[src/rtl/axis_cmd_scheduler_pkg.sv]
`default_nettype none
// ============================================================================
// Module : axis_cmd_scheduler_pkg
// Desc   : Shared types/constants for the axis command scheduler.
//          STALE_ZERO_EN: stale slots send zero pulses instead of repeating.
// Rev    : 1.0
// ============================================================================
package axis_cmd_scheduler_pkg;

    typedef enum logic [1:0] {
        IDLE   = 2'd0,
        SETUP  = 2'd1,
        STROBE = 2'd2,
        GAP    = 2'd3
    } state_t;

    localparam int DIR_BIT      = 7;
    localparam int CNT_MSB      = 6;
    localparam int PERIOD_CNT_W = 15;

    // Command sent to an axis whose host update missed its slot.
    function automatic logic [7:0] stale_cmd(input logic [7:0] last_cmd);
`ifdef STALE_ZERO_EN
        return {last_cmd[DIR_BIT], {(CNT_MSB+1){1'b0}}};
`else
        return last_cmd;
`endif
    endfunction

endpackage
`default_nettype wire

[src/rtl/axis_cmd_scheduler_period_timer.sv]
`default_nettype none
// ============================================================================
// Module : axis_cmd_scheduler_period_timer
// Desc   : Free-running control-period counter with enable and period tick.
// Rev    : 1.0
// ============================================================================
module axis_cmd_scheduler_period_timer
    import axis_cmd_scheduler_pkg::*;
#(
    parameter int PERIOD_CYCLES = 20000
) (
    input  logic clk,
    input  logic rst_n,
    input  logic enable,
    output logic tick
);

    localparam logic [PERIOD_CNT_W-1:0] CNT_LAST = PERIOD_CNT_W'(PERIOD_CYCLES - 1);

    logic [PERIOD_CNT_W-1:0] count;

    always_ff @(posedge clk or negedge rst_n) begin
        if (!rst_n) begin
            count <= '0;
        end else if (enable) begin
            count <= (count == CNT_LAST) ? '0 : count + 1'b1;
        end
    end

    assign tick = enable && (count == CNT_LAST);

endmodule
`default_nettype wire

[src/rtl/axis_cmd_scheduler.sv]
`default_nettype none
// ============================================================================
// Module : axis_cmd_scheduler
// Desc   : Buffers one host command per axis and loads the generators over a
//          shared N bus once per period. Option macro: STALE_ZERO_EN.
// Rev    : 1.0
// ============================================================================
module axis_cmd_scheduler
    import axis_cmd_scheduler_pkg::*;
#(
    parameter int NAXIS         = 4,
    parameter int PERIOD_CYCLES = 20000,
    parameter int SETUP_CYCLES  = 2,
    parameter int WR_CYCLES     = 2
) (
    input  logic             clk,
    input  logic             rst_n,
    input  logic             enable,
    input  logic             host_wr,
    input  logic [2:0]       host_axis,
    input  logic [7:0]       host_data,
    input  logic             host_clr,
    input  logic [NAXIS-1:0] gen_busy,
    output logic [7:0]       n_bus,
    output logic [NAXIS-1:0] gen_wr,
    output logic             period_tick,
    output logic             seq_active,
    output logic [NAXIS-1:0] stale,
    output logic [NAXIS-1:0] overrun
);

    localparam logic [7:0] S_LAST  = 8'(SETUP_CYCLES - 1);
    localparam logic [7:0] W_LAST  = 8'(WR_CYCLES - 1);
    localparam logic [2:0] AX_LAST = 3'(NAXIS - 1);

    logic             tick;
    state_t           state, state_nxt;
    logic [2:0]       ax, ax_nxt;
    logic [7:0]       cyc, cyc_nxt;
    logic             load;
    logic [7:0]       shadow [NAXIS];
    logic [7:0]       last   [NAXIS];
    logic [NAXIS-1:0] pend;
    logic [NAXIS-1:0] hit, slot, wr_nxt;
    logic [7:0]       sel_shadow, sel_last;
    logic             sel_pend;

    axis_cmd_scheduler_period_timer #(
        .PERIOD_CYCLES(PERIOD_CYCLES)
    ) u_timer (
        .clk    (clk),
        .rst_n  (rst_n),
        .enable (enable),
        .tick   (tick)
    );

    assign period_tick = tick;
    assign seq_active  = (state != IDLE);

    // load marks the edge that enters SETUP for axis ax_nxt.
    always_comb begin
        state_nxt = state;
        ax_nxt    = ax;
        cyc_nxt   = cyc;
        load      = 1'b0;
        case (state)
            IDLE: begin
                if (tick) begin
                    state_nxt = SETUP;
                    ax_nxt    = 3'd0;
                    cyc_nxt   = 8'd0;
                    load      = 1'b1;
                end
            end
            SETUP: begin
                if (cyc == S_LAST) begin
                    state_nxt = STROBE;
                    cyc_nxt   = 8'd0;
                end else begin
                    cyc_nxt = cyc + 8'd1;
                end
            end
            STROBE: begin
                if (cyc == W_LAST) begin
                    state_nxt = GAP;
                    cyc_nxt   = 8'd0;
                end else begin
                    cyc_nxt = cyc + 8'd1;
                end
            end
            GAP: begin
                if (ax == AX_LAST) begin
                    state_nxt = IDLE;
                end else begin
                    state_nxt = SETUP;
                    ax_nxt    = ax + 3'd1;
                    load      = 1'b1;
                end
            end
            default: state_nxt = IDLE;
        endcase
    end

    always_comb begin
        sel_shadow = 8'd0;
        sel_last   = 8'd0;
        sel_pend   = 1'b0;
        hit        = '0;
        slot       = '0;
        wr_nxt     = '0;
        for (int i = 0; i < NAXIS; i++) begin
            hit[i]    = host_wr && (host_axis == 3'(i));
            slot[i]   = load && (ax_nxt == 3'(i));
            wr_nxt[i] = (state_nxt == STROBE) && (ax_nxt == 3'(i));
            if (ax_nxt == 3'(i)) begin
                sel_shadow = shadow[i];
                sel_last   = last[i];
                sel_pend   = pend[i];
            end
        end
    end

    always_ff @(posedge clk or negedge rst_n) begin
        if (!rst_n) begin
            state  <= IDLE;
            ax     <= 3'd0;
            cyc    <= 8'd0;
            n_bus  <= 8'd0;
            gen_wr <= '0;
        end else begin
            state  <= state_nxt;
            ax     <= ax_nxt;
            cyc    <= cyc_nxt;
            gen_wr <= wr_nxt;
            if (load) begin
                n_bus <= sel_pend ? sel_shadow : stale_cmd(sel_last);
            end
        end
    end

    // A host write in the slot's load cycle keeps pend set: it targets the next period.
    always_ff @(posedge clk or negedge rst_n) begin
        if (!rst_n) begin
            pend    <= '0;
            stale   <= '0;
            overrun <= '0;
            for (int i = 0; i < NAXIS; i++) begin
                shadow[i] <= 8'd0;
                last[i]   <= 8'd0;
            end
        end else begin
            for (int i = 0; i < NAXIS; i++) begin
                if (hit[i]) begin
                    shadow[i] <= host_data;
                end
                if (hit[i]) begin
                    pend[i] <= 1'b1;
                end else if (slot[i]) begin
                    pend[i] <= 1'b0;
                end
                if (slot[i]) begin
                    last[i] <= pend[i] ? shadow[i] : stale_cmd(last[i]);
                end
                if (slot[i] && !pend[i]) begin
                    stale[i] <= 1'b1;
                end else if (host_clr) begin
                    stale[i] <= 1'b0;
                end
                if (slot[i] && gen_busy[i]) begin
                    overrun[i] <= 1'b1;
                end else if (host_clr) begin
                    overrun[i] <= 1'b0;
                end
            end
        end
    end

    a_tick_only_in_idle: assert property (
        @(posedge clk) disable iff (!rst_n) tick |-> (state == IDLE)
    );

endmodule
`default_nettype wire

[config.mk]
export PLATFORM = sky130hd
export DESIGN_NAME = axis_cmd_scheduler
export DESIGN_NICKNAME = d
export VERILOG_FILES = /design/src/rtl/axis_cmd_scheduler_pkg.sv /design/src/rtl/axis_cmd_scheduler_period_timer.sv /design/src/rtl/axis_cmd_scheduler.sv
export SDC_FILE = /design/constraint.sdc
export NUM_CORES = 1
export LEC_CHECK = 0
export CAP_MARGIN = 20
export CORE_MARGIN = 4
export CORE_UTILIZATION = 54
export CTS_CLUSTER_SIZE = 28
export DETAILED_ROUTE_END_ITERATION = 8
export HOLD_SLACK_MARGIN = 0.08
export PLACE_DENSITY = 0.77
export SYNTH_ARGS = -nofsm -noshare
export SYNTH_HDL_FRONTEND = slang
export SYNTH_SLANG_ARGS = --single-unit
export TNS_END_PERCENT = 5
[constraint.sdc]
create_clock -name clk -period 2.4 [get_ports clk]
set_input_delay 0.36 -clock clk [delete_from_list [all_inputs] [get_ports clk]]
set_output_delay 0.36 -clock clk [all_outputs]
set_load 0.02 [all_outputs]
==> results of run 1 <==
-- through the flow --
step	power (mW)	area, sq um	instances
global placement	2.79	7060	762
CTS	5.35	7730	797
detailed placement	2.83	7060	762
floorplan	2.59	6210	568
global route	5.56	7910	810
finish	5.36	7910	810
-- worst max-delay path by stage --
stage          slack [ns]        to  depth (start not counted)             start
2_1_floorplan       0.008  n_bus[0]                         10  u_timer.count[0]
3_3_place_gp        -0.35  last[11]                          9            enable
3_5_place_dp        -0.43  last[29]                          9            enable
4_1_cts             -0.04  n_bus[0]                         10             ax[0]
5_1_grt             -0.16  last[29]                          9  u_timer.count[0]
6_report            -0.05  last[29]                          9  u_timer.count[0]
-- cells by family (layout without fill, tap and decap cells) --
family / count (synthesis) / count (layout) / synth area share
simple gates: 167 / 167 / 0.167
compound gates: 121 / 121 / 0.128
flops: 116 / 116 / 0.474
mux: 90 / 90 / 0.162
buf+inv: 55 / 157 / 0.0368
xor+xnor: 11 / 11 / 0.0157
fa+ha+maj: 8 / 8 / 0.0163
-- timing repair --
action                     4_1_cts  5_1_grt
pin swaps                        4        9
resized for setup               17       18
cloned                           0        1
setup buffers                    3       12
hold buffers                     1        0
setup endpoints to repair       42       44
hold endpoints to repair        29        0
-- synth_stat cells (all sizes together) --
cell      n
o21ai    51
a21boi    2
and3      8
a21bo     1
mux2     65
o21a      1
and4bb    2
a21o      5
and4      2
clkinv    1
nor2     21
clkbuf   27
o31ai     3
mux2i    25
nor2b     3
or3       3
or3b     34
nand4     8
a21oi     4
nor4b     1
xnor2     7
inv      20
nand2b    4
o211ai   34
dfrtp   116
o22ai     9
nor3b     2
nand3    43
a22o      8
nand2    29
xor2      4
ha        8
a31oi     2
and2      3
nor3      4
o311a     1
buf       7
-- final cells by class --
type,instances,share of cell area
Inverter,21,0.0111
Clock buffer,24,0.0622
Multi-Input combinational cell,397,0.401
Sequential cell,116,0.367
Tap cell,140,0.0222
Clock inverter,8,0.0125
Timing Repair Buffer,104,0.124
-- flip-flops by register name (all words and copies together), names as in the netlist --
register	flops
overrun	4
last	32
pend	4
n_bus	8
gen_wr	4
ax	3
stale	4
cyc	8
u_timer.count	15
state	2
shadow	32
-- routing by layer --
metal	share of wire	up-vias	track usage
li1	-	2269	-
met4	0.018	0	0.0871
met1	0.43	2424	0.311
met5	0	-	0
met2	0.50	165	0.385
met3	0.056	28	0.0603
-- where the power goes --
part	switching [mW]	internal, mW
Clock	0.884	1.63
Sequential	0.149	2.12
Combinational	0.240	0.339
Total	1.27	4.09
-- placed cells by master, fill, tap and decap left out, types with 7 or more instances in the layout --
cell	Yosys	final
sky130_fd_sc_hd__o22ai_1	9	9
sky130_fd_sc_hd__clkbuf_16	0	18
sky130_fd_sc_hd__xnor2_1	7	7
sky130_fd_sc_hd__inv_1	18	16
sky130_fd_sc_hd__buf_4	1	53
sky130_fd_sc_hd__nand3_1	43	42
sky130_fd_sc_hd__nand2_1	29	27
sky130_fd_sc_hd__mux2_2	65	64
sky130_fd_sc_hd__clkdlybuf4s50_1	0	39
sky130_fd_sc_hd__mux2i_1	24	17
sky130_fd_sc_hd__o21ai_0	51	49
sky130_fd_sc_hd__and3_1	8	8
sky130_fd_sc_hd__dfrtp_1	116	116
sky130_fd_sc_hd__or3b_2	34	32
sky130_fd_sc_hd__nor2_1	20	20
sky130_fd_sc_hd__o211ai_1	34	34
sky130_fd_sc_hd__a22o_1	8	8
-- worst max-delay path: stages (launching register included) --
cell and delay, ns:
sky130_fd_sc_hd__dfrtp_1 0.35, sky130_fd_sc_hd__ha_2 0.18, sky130_fd_sc_hd__nor3b_4 0.23, sky130_fd_sc_hd__nand4_4 0.18, sky130_fd_sc_hd__a21o_1 0.24, sky130_fd_sc_hd__o21a_1 0.24, sky130_fd_sc_hd__nor2_4 0.15, sky130_fd_sc_hd__buf_12 0.14
sky130_fd_sc_hd__nand4_4 0.23, sky130_fd_sc_hd__mux2_4 0.38
==> impl_results.html, run 1 <==
<table>
<tr><th>Metric</th><th>Value</th></tr>
<tr><th colspan="2">Run status</th></tr>
<tr><td>Run status</td><td>complete, but fails checks</td></tr>
<tr><td>Violations in the final reports</td><td>setup timing</td></tr>
<tr><th colspan="2">Clock tree</th></tr>
<tr><td>Maximum count of clock buffers along a single path</td><td>2</td></tr>
<tr><td>TritonCTS clock tree</td><td>yes</td></tr>
<tr><td>Clock Root Buffer</td><td>sky130_fd_sc_hd__clkbuf_16</td></tr>
<tr><td>Clock H-tree levels</td><td>4</td></tr>
<tr><td>Clock transition at the registers of the reported paths</td><td>0.05 ns</td></tr>
<tr><td>Clock latency reported for the late side of the worst-skew pair</td><td>0.42 ns</td></tr>
<tr><td>Num CTS Buffers</td><td>17</td></tr>
<tr><td>Number of sinks on the clock net</td><td>around 120</td></tr>
<tr><th colspan="2">Yosys</th></tr>
<tr><td>Area of the mapped netlist</td><td>6120 sq um</td></tr>
<tr><td>Post-synthesis sequential element count</td><td>116</td></tr>
<tr><td>Area contributors post-synth</td><td>sky130_fd_sc_hd__dfrtp_1 47%, sky130_fd_sc_hd__mux2_2 12%, sky130_fd_sc_hd__or3b_2 4.9%</td></tr>
<tr><td>Syn Nets</td><td>596</td></tr>
<tr><td>Top cell type's share of synthesized area</td><td>0.474</td></tr>
<tr><td>Post-synthesis cell type count</td><td>48</td></tr>
<tr><td>Synthesized area per cell</td><td>10.8 sq um</td></tr>
<tr><td>Post-synthesis cell type with the largest combined area</td><td>sky130_fd_sc_hd__dfrtp_1</td></tr>
<tr><td>Register area share after synthesis</td><td>0.474</td></tr>
<tr><td>Synthesized netlist cell count</td><td>between 500 and 600</td></tr>
<tr><td>Syn. warnings</td><td>0</td></tr>
<tr><th colspan="2">Detailed routing</th></tr>
<tr><td>Via density per instance</td><td>6.03</td></tr>
<tr><td>DRT Pass-1 Iters</td><td>5</td></tr>
<tr><td>Routed wire per std cell</td><td>19.2 microns</td></tr>
<tr><td>Via count</td><td>4,886</td></tr>
<tr><td>Remaining antenna violation count</td><td>0</td></tr>
<tr><td>First DRT Iteration DRCs</td><td>478</td></tr>
<tr><td>Drt total wl</td><td>15,600 microns</td></tr>
<tr><td>Residual DRC count</td><td>0</td></tr>
<tr><th colspan="2">Timing</th></tr>
<tr><td>Final period utilization</td><td>1.02</td></tr>
<tr><td>Count of pins over their slew limit</td><td>0</td></tr>
<tr><td>Final critical path time including I/O delays and setup</td><td>roughly 2.5 ns</td></tr>
<tr><td>Worst hold slack</td><td>between 0.4 and 0.5 ns</td></tr>
<tr><td>Number of failing setup endpoints in the final timing report</td><td>12</td></tr>
<tr><td>Unrepaired setup endpoints after global routing</td><td>true</td></tr>
<tr><td>Max Fclk</td><td>0.408 GHz</td></tr>
<tr><td>Setup TNS Final</td><td>-0.236 ns</td></tr>
<tr><td>Setup ws final</td><td>-0.0502 ns</td></tr>
<tr><td>Relative slew slack</td><td>0.730</td></tr>
<tr><td>Final hold violations</td><td>0</td></tr>
<tr><td>Worst Max-Slew Pin Slew</td><td>0.399 ns</td></tr>
<tr><td>Largest clock skew in the final design</td><td>0.00917 ns</td></tr>
<tr><th colspan="2">Worst hold path</th></tr>
<tr><td>Class of the most critical hold timing path</td><td>primary input to asynchronous set/reset pin</td></tr>
<tr><th colspan="2">Setup path</th></tr>
<tr><td>Slack of the worst reg-to-reg path</td><td>-0.05 ns</td></tr>
<tr><td>Critical path fanouts, max</td><td>8</td></tr>
<tr><td>Worst EP required</td><td>2.70 ns</td></tr>
<tr><td>Launch instance of the worst register-to-register path</td><td>u_timer.count[0]</td></tr>
<tr><td>Kind of start point of the critical path</td><td>flip-flop</td></tr>
<tr><td>Type of the worst setup path</td><td>flip-flop to flip-flop</td></tr>
<tr><td>Depth of the worst register-to-register path</td><td>9</td></tr>
<tr><td>Capture instance of the worst register-to-register path</td><td>last[29]</td></tr>
<tr><td>WP data arrival</td><td>~2.8 ns</td></tr>
<tr><td>CP endpoint kind</td><td>flip-flop</td></tr>
<tr><th colspan="2">Placement</th></tr>
<tr><td>Worst slack, placed</td><td>-0.432 ns</td></tr>
<tr><td>HPWL reported at the end of detailed placement</td><td>9470 microns</td></tr>
<tr><td>GPL Wtd Cong</td><td>roughly 0.83</td></tr>
<tr><td>Port Buffer Count</td><td>between 40 and 50</td></tr>
<tr><th colspan="2">Die</th></tr>
<tr><td>Overall die height</td><td>about 110 microns</td></tr>
<tr><td>Core Box Area</td><td>11,000 sq um</td></tr>
<tr><td>Number of rows created at floorplan</td><td>38</td></tr>
<tr><td>Initial core utilization</td><td>0.558</td></tr>
<tr><td>Number of ports placed on the die boundary</td><td>42</td></tr>
<tr><td>Horizontal die dimension</td><td>approximately 110 microns</td></tr>
<tr><td>Overall die area</td><td>13,100 sq um</td></tr>
<tr><th colspan="2">Run</th></tr>
<tr><td>Total of max-cap violations</td><td>0</td></tr>
<tr><th colspan="2">Layout</th></tr>
<tr><td>Area of all sequential standard cells</td><td>2900 sq um</td></tr>
<tr><td>Fillers</td><td>734</td></tr>
<tr><td>Share of layout cells above drive strength 1</td><td>0.340</td></tr>
<tr><td>Inserted Diodes</td><td>0</td></tr>
<tr><td>Final standard cell utilization of the core</td><td>0.720</td></tr>
<tr><td>Number of nets in the layout</td><td>685</td></tr>
<tr><td>Synth-to-Final Area Change</td><td>29.1%</td></tr>
<tr><td>Area of combinational cells with multiple inputs</td><td>roughly 3200 sq um</td></tr>
<tr><th colspan="2">Global routing</th></tr>
<tr><td>Maximum number of pins on one net before global-route repair</td><td>66</td></tr>
<tr><td>Overflow left after global routing</td><td>0</td></tr>
<tr><td>Via count of the first global-routing pass</td><td>4,745</td></tr>
<tr><td>Global-route wire length before repair</td><td>24,300 microns</td></tr>
<tr><td>Antenna violations before repair</td><td>0</td></tr>
<tr><td>Global Route Usage Sum</td><td>0.238</td></tr>
<tr><th colspan="2">Power</th></tr>
<tr><td>Power density normalized to cell area</td><td>678 nW/um^2</td></tr>
<tr><td>Maximum VDD drop</td><td>626 uV</td></tr>
<tr><td>Static leakage</td><td>3.34 nW</td></tr>
</table>
Note: power is estimated with default switching activity, not from simulation.
==> run 2, diff against run 1 <==
--- a/config.mk
+++ b/config.mk
@@ -7,11 +7,11 @@
 export LEC_CHECK = 0
 export CAP_MARGIN = 20
 export CORE_MARGIN = 4
-export CORE_UTILIZATION = 54
+export CORE_UTILIZATION = 59
 export CTS_CLUSTER_SIZE = 28
 export DETAILED_ROUTE_END_ITERATION = 8
 export HOLD_SLACK_MARGIN = 0.08
-export PLACE_DENSITY = 0.77
+export PLACE_DENSITY = 0.8
 export SYNTH_ARGS = -nofsm -noshare
 export SYNTH_HDL_FRONTEND = slang
 export SYNTH_SLANG_ARGS = --single-unit
==> constraint.sdc (replaced) <==
create_clock -name clk -period 2.62 [get_ports clk]
set_input_delay 0.393 -clock clk [delete_from_list [all_inputs] [get_ports clk]]
set_output_delay 0.393 -clock clk [all_outputs]
set_load 0.02 [all_outputs]
==> run 2 against run 1 <==
  * The run ends with DRC left
  * Critical endpoint is now n_bus[3]
  * Clock skew increased by 0.0015 ns
  * Routed wire length increased by 0.89%
  * Worst setup slack improved by 0.053 ns
  * Largest power group unchanged
  * Critical path depth increased by 1
  * Critical path type unchanged
  * Total power decreased by 7.5%
  * Final area decreased by 3.1%
==> impl_results.html, run 2 (same netlist as run 1, synthesis figures left out) <==
<table>
<tr><th>Metric</th><th>Value</th></tr>
<tr><th colspan="2">Clock tree</th></tr>
<tr><td>Maximum count of clock buffers along a single path</td><td>2 (unchanged)</td></tr>
<tr><td>Clock latency reported for the late side of the worst-skew pair</td><td>0.53 ns (was 0.42 ns)</td></tr>
<tr><td>Clock transition at the registers of the reported paths</td><td>0.06 ns (was 0.05 ns)</td></tr>
<tr><td>Clock Root Buffer</td><td>sky130_fd_sc_hd__clkbuf_8 (was sky130_fd_sc_hd__clkbuf_16)</td></tr>
<tr><td>Clock H-tree levels</td><td>4 (unchanged)</td></tr>
<tr><td>Num CTS Buffers</td><td>17 (unchanged)</td></tr>
<tr><td>Number of sinks on the clock net</td><td>116 (unchanged)</td></tr>
<tr><td>TritonCTS clock tree</td><td>yes (unchanged)</td></tr>
<tr><th colspan="2">Timing</th></tr>
<tr><td>Relative slew slack</td><td>0.583 (was 0.730)</td></tr>
<tr><td>Final critical path time including I/O delays and setup</td><td>2.62 ns (was 2.45 ns)</td></tr>
<tr><td>Max Fclk</td><td>0.382 GHz (was 0.408 GHz)</td></tr>
<tr><td>Setup ws final</td><td>0.00288 ns (was -0.0502 ns)</td></tr>
<tr><td>Count of pins over their slew limit</td><td>0 (unchanged)</td></tr>
<tr><td>Number of failing setup endpoints in the final timing report</td><td>0 (was 12)</td></tr>
<tr><td>Final hold violations</td><td>0 (unchanged)</td></tr>
<tr><td>Largest clock skew in the final design</td><td>0.0107 ns (was 0.00917 ns)</td></tr>
<tr><td>Unrepaired setup endpoints after global routing</td><td>true (unchanged)</td></tr>
<tr><td>Worst Max-Slew Pin Slew</td><td>0.625 ns (was 0.399 ns)</td></tr>
<tr><td>Worst hold slack</td><td>0.411 ns (was 0.432 ns)</td></tr>
<tr><td>Final period utilization</td><td>0.999 (was 1.02)</td></tr>
<tr><th colspan="2">Global routing</th></tr>
<tr><td>Via count of the first global-routing pass</td><td>4,870 (was 4,745)</td></tr>
<tr><td>Global Route Usage Sum</td><td>0.270 (was 0.238)</td></tr>
<tr><td>Antenna violations before repair</td><td>0 (unchanged)</td></tr>
<tr><td>Maximum number of pins on one net before global-route repair</td><td>68 (was 66)</td></tr>
<tr><td>Overflow left after global routing</td><td>0 (unchanged)</td></tr>
<tr><td>Global-route wire length before repair</td><td>24,900 microns (was 24,300 microns)</td></tr>
<tr><th colspan="2">Die</th></tr>
<tr><td>Core Box Area</td><td>9950 sq um (was 11,000 sq um)</td></tr>
<tr><td>Overall die area</td><td>12,100 sq um (was 13,100 sq um)</td></tr>
<tr><td>Number of ports placed on the die boundary</td><td>42 (unchanged)</td></tr>
<tr><td>Initial core utilization</td><td>0.615 (was 0.558)</td></tr>
<tr><td>Overall die height</td><td>110 microns (was 114 microns)</td></tr>
<tr><td>Horizontal die dimension</td><td>110 microns (was 114 microns)</td></tr>
<tr><td>Number of rows created at floorplan</td><td>36 (was 38)</td></tr>
<tr><th colspan="2">Detailed routing</th></tr>
<tr><td>Routed wire per std cell</td><td>20.0 microns (was 19.2 microns)</td></tr>
<tr><td>Via density per instance</td><td>6.26 (was 6.03)</td></tr>
<tr><td>Remaining antenna violation count</td><td>0 (unchanged)</td></tr>
<tr><td>First DRT Iteration DRCs</td><td>557 (was 478)</td></tr>
<tr><td>Drt total wl</td><td>15,700 microns (was 15,600 microns)</td></tr>
<tr><td>DRT Pass-1 Iters</td><td>8 (was 5)</td></tr>
<tr><td>Residual DRC count</td><td>2 (was 0)</td></tr>
<tr><td>Via count</td><td>4,909 (was 4,886)</td></tr>
<tr><th colspan="2">Worst hold path</th></tr>
<tr><td>Class of the most critical hold timing path</td><td>primary input to flip-flop (was primary input to asynchronous set/reset pin)</td></tr>
<tr><th colspan="2">Run</th></tr>
<tr><td>Total of max-cap violations</td><td>0 (unchanged)</td></tr>
<tr><th colspan="2">Power</th></tr>
<tr><td>Static leakage</td><td>3.29 nW (was 3.34 nW)</td></tr>
<tr><td>Maximum VDD drop</td><td>540 uV (was 626 uV)</td></tr>
<tr><td>Power density normalized to cell area</td><td>647 nW/um^2 (was 678 nW/um^2)</td></tr>
<tr><th colspan="2">Setup path</th></tr>
<tr><td>Type of the worst setup path</td><td>flip-flop to flip-flop (unchanged)</td></tr>
<tr><td>Critical path fanouts, max</td><td>5 (was 8)</td></tr>
<tr><td>WP data arrival</td><td>3.08 ns (was 2.75 ns)</td></tr>
<tr><td>Worst EP required</td><td>3.08 ns (was 2.70 ns)</td></tr>
<tr><td>CP endpoint kind</td><td>flip-flop (unchanged)</td></tr>
<tr><td>Kind of start point of the critical path</td><td>flip-flop (unchanged)</td></tr>
<tr><th colspan="2">Run status</th></tr>
<tr><td>Violations in the final reports</td><td>DRC (was setup timing)</td></tr>
<tr><td>Run status</td><td>complete, but fails checks (unchanged)</td></tr>
<tr><th colspan="2">Placement</th></tr>
<tr><td>Placed Instance Area</td><td>6970 sq um (was 7060 sq um)</td></tr>
<tr><td>HPWL reported at the end of detailed placement</td><td>9500 microns (was 9470 microns)</td></tr>
<tr><td>GPL Wtd Cong</td><td>0.829 (was 0.834)</td></tr>
<tr><td>Cell Count Post-Placement</td><td>750 (was 762)</td></tr>
<tr><td>Worst slack, placed</td><td>-0.173 ns (was -0.432 ns)</td></tr>
<tr><td>Port Buffer Count</td><td>41 (unchanged)</td></tr>
<tr><th colspan="2">Layout</th></tr>
<tr><td>Most frequent cells in the layout</td><td>116 x sky130_fd_sc_hd__dfrtp_1, 65 x sky130_fd_sc_hd__mux2_2, 50 x sky130_fd_sc_hd__o21ai_0 (was 116 x sky130_fd_sc_hd__dfrtp_1, 64 x sky130_fd_sc_hd__mux2_2, 53 x sky130_fd_sc_hd__buf_4)</td></tr>
<tr><td>Synth-to-Final Area Change</td><td>25.1% (was 29.1%)</td></tr>
<tr><td>Non-Filler Instances</td><td>784 (was 810)</td></tr>
<tr><td>Most common cell after layout, fill and taps aside</td><td>sky130_fd_sc_hd__dfrtp_1 (unchanged)</td></tr>
<tr><td>Registers with the most flip-flops</td><td>last: 32 flops, shadow: 32 flops, u_timer.count: 15 flops (unchanged)</td></tr>
<tr><td>Inserted Diodes</td><td>0 (unchanged)</td></tr>
<tr><td>Final standard cell utilization of the core</td><td>0.770 (was 0.720)</td></tr>
<tr><td>Number of nets in the layout</td><td>666 (was 685)</td></tr>
<tr><td>Share of layout cells above drive strength 1</td><td>0.306 (was 0.340)</td></tr>
<tr><td>Fillers</td><td>609 (was 734)</td></tr>
<tr><td>Final Instance Area</td><td>7660 sq um (was 7910 sq um)</td></tr>
</table>
[run 2: cell count changes in the layout (fill, tap and decap cells not counted), moves of 4 or more]
cell / previous run / this run
sky130_fd_sc_hd__mux2i_2: 5 / 1
sky130_fd_sc_hd__nand4_4: 5 / 0
sky130_fd_sc_hd__buf_4: 53 / 32
sky130_fd_sc_hd__nand4_2: 0 / 5
sky130_fd_sc_hd__mux2i_1: 17 / 23
[run 2: metrics by stage]
stage          total power, mW  setup TNS (ns)
6_report                  4.96               0
5_1_grt                   5.14          -0.566
4_1_cts                   4.96               0
3_5_place_dp              2.57           -7.11
3_3_place_gp              2.54           -3.77
2_1_floorplan             2.37               0
[run 2: routing by layer]
| layer | wire length [microns] | share of wire | vias up | GRT usage |
|---|---|---|---|---|
| met5 | 0 | 0 | - | 0 |
| met4 | 240 | 0.015 | 0 | 0.104 |
| met3 | 869 | 0.055 | 26 | 0.0570 |
| met2 | 8200 | 0.52 | 190 | 0.449 |
| met1 | 6390 | 0.41 | 2481 | 0.346 |
| li1 | - | - | 2212 | - |
[run 2: worst max-delay path, cell delays in order (launching register included)]
cell,delay [ns]
sky130_fd_sc_hd__dfrtp_1,0.40
sky130_fd_sc_hd__inv_1,0.16
sky130_fd_sc_hd__ha_4,0.25
sky130_fd_sc_hd__or3_1,0.41
sky130_fd_sc_hd__a21boi_2,0.27
sky130_fd_sc_hd__a21oi_4,0.07
sky130_fd_sc_hd__inv_4,0.11
sky130_fd_sc_hd__mux2i_4,0.27
sky130_fd_sc_hd__buf_12,0.14
sky130_fd_sc_hd__mux2i_1,0.30
sky130_fd_sc_hd__a22o_1,0.18
[run 2: path summary, 6_finish.rpt]
kind,startpoint,endpoint,slack [ns],depth (start not counted)
min reg2reg,cyc[7],cyc[7],0.49,1
min in group asynchronous,rst_n,u_timer.count[0],0.42,2
max,state[1],n_bus[3],0.003,10
min,gen_busy[2],overrun[2],0.41,3
max in group asynchronous,rst_n,last[20],1.47,3
max reg2reg,state[1],n_bus[3],0.003,10
[run 2: layout make-up]
type,count,area [sq um],share of cell area
clock buffers,22,453,0.0591
clock inverters,10,154,0.0201
inverters,21,81.3,0.0106
multi-input cells,397,3060,0.399
flip-flops and latches,116,2900,0.379
well taps,133,166,0.0217
repair buffers,85,846,0.110
[run 2: repair_timing]
item / CTS / global route
hold endpoints to repair: 43 / 0
endpoints found under the setup margin: 55 / 49
pin swaps: 1 / 4
setup buffers: 1 / 0
hold buffers: 1 / 0
resized for setup: 5 / 15
gates cloned: 0 / 0
[run 2: power breakdown]
part	leakage (nW)	switching [mW]	total (mW)	internal, mW
combinational	1.50	0.198	0.470	0.272
clock	0.302	0.810	2.40	1.59
sequential	1.49	0.150	2.09	1.94
total	3.29	1.16	4.96	3.80
